**src/rtl/writeback_stage_if.sv**
```systemverilog
// Register-file write record and the writeback channel interface (ALU in, load in, write port out).
package writeback_pkg;
  typedef struct packed {
    logic        enable;
    logic [4:0]  address;
    logic [31:0] data;
  } register_file_write_t;
endpackage

interface writeback_stage_if;
  import writeback_pkg::*;
  logic                 alu_valid_i;
  logic                 alu_ready_o;
  logic [4:0]           alu_rd_i;
  logic [31:0]          alu_data_i;
  logic                 load_valid_i;
  logic                 load_ready_o;
  logic [4:0]           load_rd_i;
  logic [31:0]          load_data_i;
  logic [2:0]           load_funct3_i;
  logic [1:0]           load_offset_i;
  register_file_write_t write_o;
  logic [31:0]          retire_count_o;
  logic [31:0]          conflict_count_o;

  modport master (
    output alu_valid_i, alu_rd_i, alu_data_i,
    output load_valid_i, load_rd_i, load_data_i, load_funct3_i, load_offset_i,
    input  alu_ready_o, load_ready_o, write_o, retire_count_o, conflict_count_o
  );
  modport slave (
    input  alu_valid_i, alu_rd_i, alu_data_i,
    input  load_valid_i, load_rd_i, load_data_i, load_funct3_i, load_offset_i,
    output alu_ready_o, load_ready_o, write_o, retire_count_o, conflict_count_o
  );
endinterface

```
**src/rtl/writeback_stage.sv**
```systemverilog
// Writeback arbiter: load extension, one-entry ALU hold buffer, starvation guard, registered write port.
// Optional statistics counters are built when WRITEBACK_STATS_EN is defined.
module writeback_stage
  import writeback_pkg::*;
#(
  parameter int StarveLimit = 4
) (
  input logic          clk_i,
  input logic          rst_i,
  writeback_stage_if.slave wb
);
  localparam int CW = $clog2(StarveLimit + 1);

  logic          hold_v;
  logic [4:0]    hold_rd;
  logic [31:0]   hold_data;
  logic [CW-1:0] starve_cnt;
  register_file_write_t write_q;

  logic        blocking, alu_acc, load_acc;
  logic        drain_v, hold_load, hold_clr, starve_inc;
  logic [4:0]  drain_rd;
  logic [31:0] drain_data, load_ext;

  function automatic logic [31:0] extend(input logic [31:0] w, input logic [2:0] f3,
                                         input logic [1:0] off);
    logic [7:0]  b;
    logic [15:0] h;
    b = 8'(w >> {off, 3'b000});
    h = off[1] ? w[31:16] : w[15:0];
    case (f3)
      3'b000:  extend = {{24{b[7]}}, b};
      3'b001:  extend = {{16{h[15]}}, h};
      3'b100:  extend = {24'd0, b};
      3'b101:  extend = {16'd0, h};
      default: extend = w;
    endcase
  endfunction

  // Readies come from registered state only, so no valid-to-ready path exists.
  assign blocking        = (starve_cnt == CW'(StarveLimit));
  assign wb.alu_ready_o  = !hold_v && !rst_i;
  assign wb.load_ready_o = !blocking && !rst_i;
  assign alu_acc         = wb.alu_valid_i && wb.alu_ready_o;
  assign load_acc        = wb.load_valid_i && wb.load_ready_o;
  assign load_ext        = extend(wb.load_data_i, wb.load_funct3_i, wb.load_offset_i);

  always_comb begin
    drain_v    = 1'b0;
    drain_rd   = '0;
    drain_data = '0;
    hold_load  = 1'b0;
    hold_clr   = 1'b0;
    starve_inc = 1'b0;
    if (blocking) begin
      drain_v = 1'b1; drain_rd = hold_rd; drain_data = hold_data; hold_clr = 1'b1;
    end else if (load_acc) begin
      drain_v = 1'b1; drain_rd = wb.load_rd_i; drain_data = load_ext;
      starve_inc = hold_v;
      hold_load  = alu_acc;
    end else if (hold_v) begin
      drain_v = 1'b1; drain_rd = hold_rd; drain_data = hold_data; hold_clr = 1'b1;
    end else if (alu_acc) begin
      drain_v = 1'b1; drain_rd = wb.alu_rd_i; drain_data = wb.alu_data_i;
    end
  end

  always_ff @(posedge clk_i or posedge rst_i) begin
    if (rst_i) begin
      hold_v     <= 1'b0;
      hold_rd    <= '0;
      hold_data  <= '0;
      starve_cnt <= '0;
      write_q    <= '0;
    end else begin
      write_q.enable  <= drain_v && (drain_rd != 5'd0);
      write_q.address <= drain_rd;
      write_q.data    <= drain_data;
      if (hold_clr) hold_v <= 1'b0;
      else if (hold_load) begin
        hold_v    <= 1'b1;
        hold_rd   <= wb.alu_rd_i;
        hold_data <= wb.alu_data_i;
      end
      if (hold_clr) starve_cnt <= '0;
      else if (starve_inc) starve_cnt <= starve_cnt + CW'(1);
    end
  end

  assign wb.write_o = write_q;

`ifdef WRITEBACK_STATS_EN
  logic [31:0] retire_q, conflict_q;
  always_ff @(posedge clk_i or posedge rst_i) begin
    if (rst_i) begin
      retire_q   <= '0;
      conflict_q <= '0;
    end else begin
      if (drain_v && (drain_rd != 5'd0)) retire_q <= retire_q + 32'd1;
      if (starve_inc) conflict_q <= conflict_q + 32'd1;
    end
  end
  assign wb.retire_count_o   = retire_q;
  assign wb.conflict_count_o = conflict_q;
`else
  assign wb.retire_count_o   = 32'd0;
  assign wb.conflict_count_o = 32'd0;
`endif
endmodule

```
**src/flat_wrapper.sv**
```systemverilog
// flat-port wrapper written by rule: the top's interface ports become plain ports
module writeback_stage_flat import writeback_pkg::*;
#(
  parameter int StarveLimit = 4
)
  (clk_i, rst_i, wb_alu_valid_i, wb_alu_rd_i, wb_alu_data_i, wb_load_valid_i, wb_load_rd_i, wb_load_data_i, wb_load_funct3_i, wb_load_offset_i, wb_alu_ready_o, wb_load_ready_o, wb_write_o, wb_retire_count_o, wb_conflict_count_o);
  writeback_stage_if wb_i ();
  input logic clk_i;
  input logic rst_i;
  input wire logic [$bits(wb_i.alu_valid_i)-1:0] wb_alu_valid_i;
  input wire logic [$bits(wb_i.alu_rd_i)-1:0] wb_alu_rd_i;
  input wire logic [$bits(wb_i.alu_data_i)-1:0] wb_alu_data_i;
  input wire logic [$bits(wb_i.load_valid_i)-1:0] wb_load_valid_i;
  input wire logic [$bits(wb_i.load_rd_i)-1:0] wb_load_rd_i;
  input wire logic [$bits(wb_i.load_data_i)-1:0] wb_load_data_i;
  input wire logic [$bits(wb_i.load_funct3_i)-1:0] wb_load_funct3_i;
  input wire logic [$bits(wb_i.load_offset_i)-1:0] wb_load_offset_i;
  output wire logic [$bits(wb_i.alu_ready_o)-1:0] wb_alu_ready_o;
  output wire logic [$bits(wb_i.load_ready_o)-1:0] wb_load_ready_o;
  output wire logic [$bits(wb_i.write_o)-1:0] wb_write_o;
  output wire logic [$bits(wb_i.retire_count_o)-1:0] wb_retire_count_o;
  output wire logic [$bits(wb_i.conflict_count_o)-1:0] wb_conflict_count_o;
  assign wb_i.alu_valid_i = wb_alu_valid_i;
  assign wb_i.alu_rd_i = wb_alu_rd_i;
  assign wb_i.alu_data_i = wb_alu_data_i;
  assign wb_i.load_valid_i = wb_load_valid_i;
  assign wb_i.load_rd_i = wb_load_rd_i;
  assign wb_i.load_data_i = wb_load_data_i;
  assign wb_i.load_funct3_i = wb_load_funct3_i;
  assign wb_i.load_offset_i = wb_load_offset_i;
  assign wb_alu_ready_o = wb_i.alu_ready_o;
  assign wb_load_ready_o = wb_i.load_ready_o;
  assign wb_write_o = wb_i.write_o;
  assign wb_retire_count_o = wb_i.retire_count_o;
  assign wb_conflict_count_o = wb_i.conflict_count_o;
  writeback_stage #(.StarveLimit(StarveLimit)) u_core (.clk_i(clk_i), .rst_i(rst_i), .wb(wb_i));
endmodule
```
**config.mk**
```make
export PLATFORM = sky130hd
export DESIGN_NAME = writeback_stage_flat
export DESIGN_NICKNAME = d
export VERILOG_FILES = /design/src/rtl/writeback_stage_if.sv /design/src/rtl/writeback_stage.sv /design/src/flat_wrapper.sv
export SDC_FILE = /design/constraint.sdc
export NUM_CORES = 1
export LEC_CHECK = 0
export ABC_AREA = 1
export CORE_MARGIN = 2
export CORE_UTILIZATION = 55
export CTS_BUF_LIST = sky130_fd_sc_hd__clkbuf_4 sky130_fd_sc_hd__clkbuf_8
export DETAILED_ROUTE_END_ITERATION = 10
export DONT_BUFFER_PORTS = 1
export PLACE_DENSITY = 0.7
export SETUP_SLACK_MARGIN = 0.2
export SYNTH_ARGS = -nofsm -noshare
export SYNTH_HDL_FRONTEND = slang
export SYNTH_SLANG_ARGS = --single-unit
```
**constraint.sdc**
```tcl
create_clock -name clk_i -period 2.6 [get_ports clk_i]
set_input_delay 0.65 -clock clk_i [delete_from_list [all_inputs] [get_ports clk_i]]
set_output_delay 0.65 -clock clk_i [all_outputs]
set_load 0.05 [all_outputs]
```
* Word-level counts from Yosys, hierarchy flattened
Index checks and enable logic that the tools add are counted.
** Word-level totals
- Bits of input ports :: 83
- Output and inout bits :: 104
- Logic and storage cells :: 52
- Register bits :: 79
** Cells by class
- Eq/ne operators :: 4
- Bitwise gates (word level) :: 1
- Reduce and logical (&&, ||, !) cells :: 13
- Add/sub/neg operators :: 1
- Muxes and demuxes :: 25
- Shift-type cells :: 1
** Operator list (number)
- $mux 32 :: 4
- $pmux 32 s4 :: 1
- $shr 32x5->8 :: 1
- $mux 5 :: 4
- $mux 16 :: 1
- $mux 1 :: 13
- $eq 3x3->1 const B :: 3
- $mux 3 :: 2
- $logic_and 1x1->1 :: 5
- $reduce_bool 5->1 :: 1
- $reduce_bool 2->1 :: 2
- $add 3x1->3 const B :: 1
- $eq 3x1->1 const B :: 1
- $logic_not 1->1 :: 3
- $logic_not 3->1 :: 1
- $reduce_and 2->1 :: 1
- $not 1->1 :: 1

* Logic depth before layout (Yosys ltp)
Gate-level depths: netlist of run 1.
- Depth after elaboration :: 9
- Mapped depth :: 12
- Mapped depth without buffers :: 11

* Least setup slack after synthesis of run 1
No wires, ideal clock.
- Path type :: input to register
- From :: in rst_i
- To :: reg u_core.write_q, in the netlist u_core.wb.write_o[37]
- Path slack :: 0.056 ns
- Library setup time :: 0.121 ns
- Stages :: 9
- Required time :: 2.479 ns
- Arrival :: 2.422 ns
- Path buffers :: 1
- Path through :: inv_2 -> nand3_4 -> buf_6 -> o21ai_1 -> inv_1 -> nand2_1 -> nand2_1 -> nor2_1 -> nand2_1
** Between the ends
- Cells in the longest elaborated chain, start to end :: 9
- Elaborated cells on any way between the ends :: 15
- Classes of those cells :: mux (8); reduce/logical (7)
** Ends and longest elaborated chain
- start: declaration :: line flat_wrapper.sv:9 : input logic rst_i;
- $logic_not 1->1 * :: line writeback_stage.sv:42, writeback_stage.sv:43
- $logic_and 1x1->1 :: line writeback_stage.sv:42 : assign wb.alu_ready_o = !hold_v && !rst_i;
- $logic_and 1x1->1 :: line writeback_stage.sv:44 : assign alu_acc = wb.alu_valid_i && wb.alu_ready_o;
- $mux 5 :: line writeback_stage.sv:63 : end else if (alu_acc) begin
- $mux 5 :: line writeback_stage.sv:61 : end else if (hold_v) begin
- $mux 5 :: line writeback_stage.sv:57 : end else if (load_acc) begin
- $mux 5 :: line writeback_stage.sv:55 : if (blocking) begin
- $reduce_bool 5->1 :: line writeback_stage.sv:76 : write_q.enable <= drain_v && (drain_rd != 5'd0);
- $logic_and 1x1->1 * :: line writeback_stage.sv:76
- end: declaration :: line writeback_stage.sv:18 : register_file_write_t write_q;
Mark *: on every way between the ends. The rest lies on a longest branch, timed or not.
A chain may end at the register's enable or synchronous reset.

* Worst setup path in the final report of run 1
- From :: reg u_core.starve_cnt[0]
- To :: out wb_load_ready_o
** Between the ends
- Cells in the longest elaborated chain, start to end :: 3
** Ends and longest elaborated chain
- start: declaration :: line writeback_stage.sv:17 : logic [CW-1:0] starve_cnt;
- start signal: assignment :: line writeback_stage.sv:86 : else if (starve_inc) starve_cnt <= starve_cnt + CW'(1);
- $eq 3x3->1 :: line writeback_stage.sv:41 : assign blocking = (starve_cnt == CW'(StarveLimit));
- $logic_not 1->1 :: line writeback_stage.sv:43 : assign wb.load_ready_o = !blocking && !rst_i;
- $logic_and 1x1->1 :: line writeback_stage.sv:43
- end: declaration :: line flat_wrapper.sv:19 : output wire logic [$bits(wb_i.load_ready_o)-1:0] wb_load_ready_o;
Every way passes these cells.

==> results of run 1 <==
## cell families (layout without fill, tap and decap cells)
| logic type | count (synthesis) | count (layout) | share of synthesized area (%) |
|---|---|---|---|
| other cells | 1 | 64 | 0.07139 |
| fa+ha+maj | 2 | 2 | 0.4763 |
| buf+inv | 192 | 114 | 20.30 |
| flops | 79 | 79 | 37.64 |
| simple gates | 377 | 377 | 29.94 |
| compound gates | 109 | 109 | 11.58 |
## cells in the mapped netlist
library cell	count
nor2_8	1
a21oi_1	32
nor2_2	1
inv_1	83
inv_4	2
a21oi_2	1
ha_1	2
buf_6	8
conb_1	1
buf_1	3
o21ai_0	43
dfrtp_1	79
nor2_1	26
clkinv_1	1
a22oi_2	1
nand4_1	3
o22ai_1	3
inv_2	3
clkbuf_1	8
nand3_2	1
nand2_8	1
o211ai_1	17
o21ai_1	8
buf_4	70
nand2_1	278
a31oi_1	4
and3_1	1
nor3_1	1
nor2_4	1
nand2_2	5
nand3_4	1
buf_2	14
nand3_1	57
## how the worst min path moves through the flow
stage	slack, ps	cells after the start	end
floorplan	450	2	u_core.wb.write_o[5]
global placement	460	2	u_core.wb.write_o[24]
detailed placement	470	2	u_core.wb.write_o[28]
CTS	400	2	u_core.hold_data[25]
global route	400	2	u_core.hold_data[27]
finish	410	2	u_core.hold_data[7]
## per-stage QoR
| step | worst slack [ps] | hold slack [ps] | area (um^2) |
|---|---|---|---|
| 3_3_place_gp | 711.3 | 461.6 | 5009 |
| 3_5_place_dp | 629.9 | 465.2 | 5009 |
| 6_report | 475.5 | 412.6 | 5210 |
| 5_1_grt | 367.0 | 397.6 | 5210 |
| 4_1_cts | 448.7 | 398.9 | 5210 |
| 2_1_floorplan | 390.0 | 448.8 | 5494 |
## where the power goes
part | total [mW] | internal (mW) | switching [mW]
logic | 1.39 | 0.399 | 0.996
registers | 2.76 | 1.69 | 1.07
clock network | 0.964 | 0.456 | 0.508
total | 5.12 | 2.54 | 2.58
## layout make-up
type / count / area, um^2
Clock inverter: 7 / 77.57
Timing Repair Buffer: 9 / 80.08
Tap cell: 129 / 161.4
Clock buffer: 9 / 123.9
Fill cell: 893 / 4030
Sequential cell: 79 / 1977
Inverter: 89 / 341.6
Multi-Input combinational cell: 552 / 2449
## routing by layer
layer  vias to the layer above  track usage, %  part of all wire (%)
met2                       241           42.91                    48
met5                         -               0                     0
met1                      2061           35.29                    40
li1                       2206               -                     -
met4                         0           7.900                   1.6
met3                        20           7.039                    11
## sequential cells by signal, indices dropped and copies added (netlist names)
name and cells:
u_core.wb.write_o 38, u_core.hold_data 32, u_core.hold_rd 5, u_core.starve_cnt 3, u_core.hold_v 1
==> results_dict.tcl, run 1 <==
set metrics [dict create \
    numCtsBuffers 9 \
    synth_area_per_cell_um2 6.911 \
    crit_top_cell "inv_1" \
    ir_drop_v 0.0004739 \
    nets 825 \
    clock_latency_ps 350 \
    viasPerCell 5.181 \
    finalHoldViolations 0 \
    grt_pass1_vias 4165 \
    ys_seq_area_share_pct 37.64 \
    endpoint "wb_load_ready_o" \
    area_growth_pct -0.8099 \
    finalWirelength_um 13360 \
    finalCritPeriodShare_pct 81.71 \
    routed-via-count 4528 \
    start_util_pct 56.84 \
    gr-total-overflow 0 \
    firstDrtPassIters 5 \
    antenna_found_initial 0 \
    grt_pass1_wl_um 21220 \
    critPathMaxFanout 4 \
    hold_start "wb_alu_data_i[7]" \
    reg2regPathDepth 8 \
    path_class "reg2out" \
    period_needed_ps 2125 \
    synth_top_area_cell "dfrtp_1" \
    cts.clk_slew.worst_paths_ps 90 \
    worstSetupPathDepth 6 \
    dr.first_iter.drc_count 336 \
    finalPower_mw 5.120 \
    path_cells "inv_1, ha_1, nand2_2, inv_1, nor2_2, buf_4" \
    dieHeight_um 101.7 \
    io_pins 187 \
    skew_ps 11.09 \
    die_x_um 101.7 \
    diodes 0 \
    ys_ff_latch 79 \
    cts_tree "yes" \
    arrival_ps 1470 \
    final_max_slew_viol_count 0 \
    hpwl_um 9600 \
    grt_usage_pct 26.63 \
    path_delay_family "flip-flops" \
    drive_gt1_share_pct 5.906 \
    rows 35 \
    synth.distinct_cells 33 \
    final_common_cell "nand2_1" \
    hold_class "in2reg" \
    grt_start_max_net_pins 80 \
    timing.rr.end "u_core.hold_data[21]" \
    drc 0 \
    dp_cells 858 \
    port_buffers 0 \
    path_buf_inv 3 \
    cts-resized-gates 0 \
    end_kind "output pin" \
    clock-sinks 79 \
    die_area_mm2 0.01035 \
    r2r_slack_ps 610 \
    tns_ps 0 \
    syn_area_mm2 0.005253 \
    status "finished, final reports clean" \
    crit_start "u_core.starve_cnt[0]" \
    worst_slew_pin_slew_ps 988.9 \
    reg2reg_from "u_core.starve_cnt[0]" \
    core-area_mm2 0.009240 \
    fin_cells 874 \
    synth.top_cell.area_share_pct 37.64 \
    rsz0062_at_grt "no" \
    setup_viol 0 \
    clockBufferDepth 2 \
    timing.slew.headroom_pct 34.07 \
    crit_required_ps 1950 \
    hold_buffers 0 \
    gp_congestion 0.8888 \
    ys_warn_count 0 \
    synth_area_leaders "dfrtp_1, nand2_1, buf_4" \
    leakagePower_nw 2.856 \
    fmax_ghz 0.4707 \
    cap_violations 0 \
    crit_slowest_cell "dfrtp_1" \
    start_kind "register" \
    critPathMaxStageDelay_ps 390 \
    final_cell_mix "nand2_1, inv_1, dfrtp_1, conb_1, nand3_1" \
    ctsHtreeMaxLevel 3 \
    drtAntennaViolNets 0 \
    p_per_area_mw_per_mm2 982.7 \
    final_core_util_pct 56.38 \
    wl_per_cell_um 15.28 \
    clockRootBuffer "clkbuf_8" \
    syn_inst 760 \
    postCtsSetupBuffers 0 \
]
Power figures use the tool's default switching activity.
==> run 2, diff against run 1 <==
clock period = 2.2 ns   (was 2.6 ns; I/O delays follow)
==> run 2 against run 1 <==
Compared with the run above:
- clock power rose by 22%
- combinational power up 25%
- global-route usage up 0.75 points
- non-clock buffer count is 5 higher
- first-iteration DRC count decreased by 26%
- utilization up 0.95 points
- design area grew 1.7%
- final cell count is 0.57% higher
- critical path type unchanged
==> results_dict.tcl, run 2 (same netlist as run 1, synthesis figures left out) <==
set metrics [dict create \
    status "finished, final reports clean" \
    whs_path_depth 2 \
    cts_tree "yes" \
    skew_ps 10.45 \
    io_pins 187 \
    clock-sinks 79 \
    grt_start_max_net_pins 80 \
    path_buf_inv 3 \
    fmax_ghz 0.5219 \
    leakagePower_nw 2.888 \
    wl_met2_um 6778 \
    crit_start "u_core.starve_cnt[1]" \
    final_max_slew_viol_count 0 \
    clockBufferDepth 2 \
    largest_reg_flops 38 \
    hold_class "in2reg" \
    hold_start "wb_alu_data_i[13]" \
    diodes 0 \
    highest_layer "met4" \
    numCtsBuffers 9 \
    critPathMaxFanout 5 \
    firstDrtPassIters 5 \
    end_kind "output pin" \
    worst_slew_pin_slew_ps 988.4 \
    gp_congestion 0.9460 \
    crit_slowest_cell "dfrtp_1" \
    finalHoldViolations 0 \
    cap_violations 0 \
    timing.slew.headroom_pct 34.11 \
    viasPerCell 5.206 \
    ir_drop_v 0.0005466 \
    core-area_mm2 0.009240 \
    detail_route.wirelength.met1_um 5237 \
    rows 35 \
    wl_met3_um 1477 \
    clock_latency_ps 360 \
    tns_ps 0 \
    reg2reg_from "u_core.starve_cnt[1]" \
    gr-total-overflow 0 \
    dp_cells 862 \
    drc 0 \
    rsz0062_at_grt "no" \
    path_cells "inv_1, ha_2, nand2_4, inv_4, nor2_4, buf_12" \
    dieHeight_um 101.7 \
    p_per_area_mw_per_mm2 1169 \
    grt_usage_pct 27.39 \
    wl_per_cell_um 15.73 \
    critPathMaxStageDelay_ps 390 \
    path_class "reg2out" \
    worstSetupPathDepth 6 \
    grt_pass1_wl_um 21800 \
    nets 830 \
    die_x_um 101.7 \
    drive_gt1_share_pct 6.933 \
    finalPower_mw 6.194 \
    finalCritPeriodShare_pct 87.10 \
    drtAntennaViolNets 0 \
    fin_area_mm2 0.005298 \
    die_area_mm2 0.01035 \
    clockRootBuffer "clkbuf_8" \
    path_delay_family "flip-flops" \
    crit_required_ps 1650 \
    dpl_cell_area_mm2 0.005069 \
    start_util_pct 56.84 \
    final_cell_mix "nand2_1, inv_1, dfrtp_1, conb_1, nand3_1" \
    hpwl_um 10050 \
    routed-via-count 4576 \
    period_needed_ps 1916 \
    antenna_found_initial 0 \
    area_growth_pct 0.8575 \
    arrival_ps 1370 \
    fin_cells 879 \
    ctsHtreeMaxLevel 3 \
    start_kind "register" \
    finalWirelength_um 13820 \
    setup_viol 0 \
    dr.first_iter.drc_count 248 \
    final_common_cell "nand2_1" \
    cts.clk_slew.worst_paths_ps 90 \
    port_buffers 0 \
    reg2regPathDepth 8 \
    grt_pass1_vias 4213 \
]
==> run 2: what timing repair did <==
| item | in CTS | in global routing |
|---|---|---|
| pin swaps | 0 | 1 |
| buffers inserted | 1 | 0 |
| resized for setup | 1 | 4 |
| endpoints found under the setup margin | 1 | 3 |
| hold buffers | 0 | 0 |
==> run 2: power by group <==
group | switching [mW] | leakage (nW) | total, mW | internal, mW
registers | 1.28 | 0.988 | 3.27 | 1.99
clock network | 0.626 | 0.104 | 1.18 | 0.551
logic | 1.22 | 1.80 | 1.74 | 0.528
total | 3.12 | 2.89 | 6.19 | 3.07
==> run 2: metal layers <==
layer  vias to the layer above  track usage [%]
li1                       2207                -
met1                      2108            34.81
met4                         0            10.29
met5                         -                0
met2                       234            44.84
met3                        27            7.177
==> run 2: area by class of cell <==
class                   instances  area [um^2]
multi-input cells             552         2461
flip-flops and latches         79         1978
fillers                       880         3943
repair buffers                 14        142.6
clock inverters                 7        86.33
well taps                     129        161.4
inverters                      89        344.1
clock buffers                   9        123.9
==> run 2: final timing paths <==
| check | to | slack, ps |
|---|---|---|
| worst max-delay path | wb_load_ready_o | 280 |
| max in group asynchronous | u_core.hold_v | 1120 |
| min in group asynchronous | u_core.wb.write_o[33] | 400 |
| worst min-delay path | u_core.hold_data[13] | 310 |
| worst max register to register | u_core.hold_data[16] | 410 |
| worst min register to register | u_core.wb.write_o[30] | 480 |
==> run 2: through the flow <==
stage          hold slack (ps)  util [%]  setup WS [ps]
3_5_place_dp             463.5     54.85          356.2
3_3_place_gp             456.1     54.85          443.3
6_report                 308.3     57.33          283.8
4_1_cts                  295.7     57.21          211.4
2_1_floorplan            448.8         -          173.7
5_1_grt                  301.9     57.33          207.9
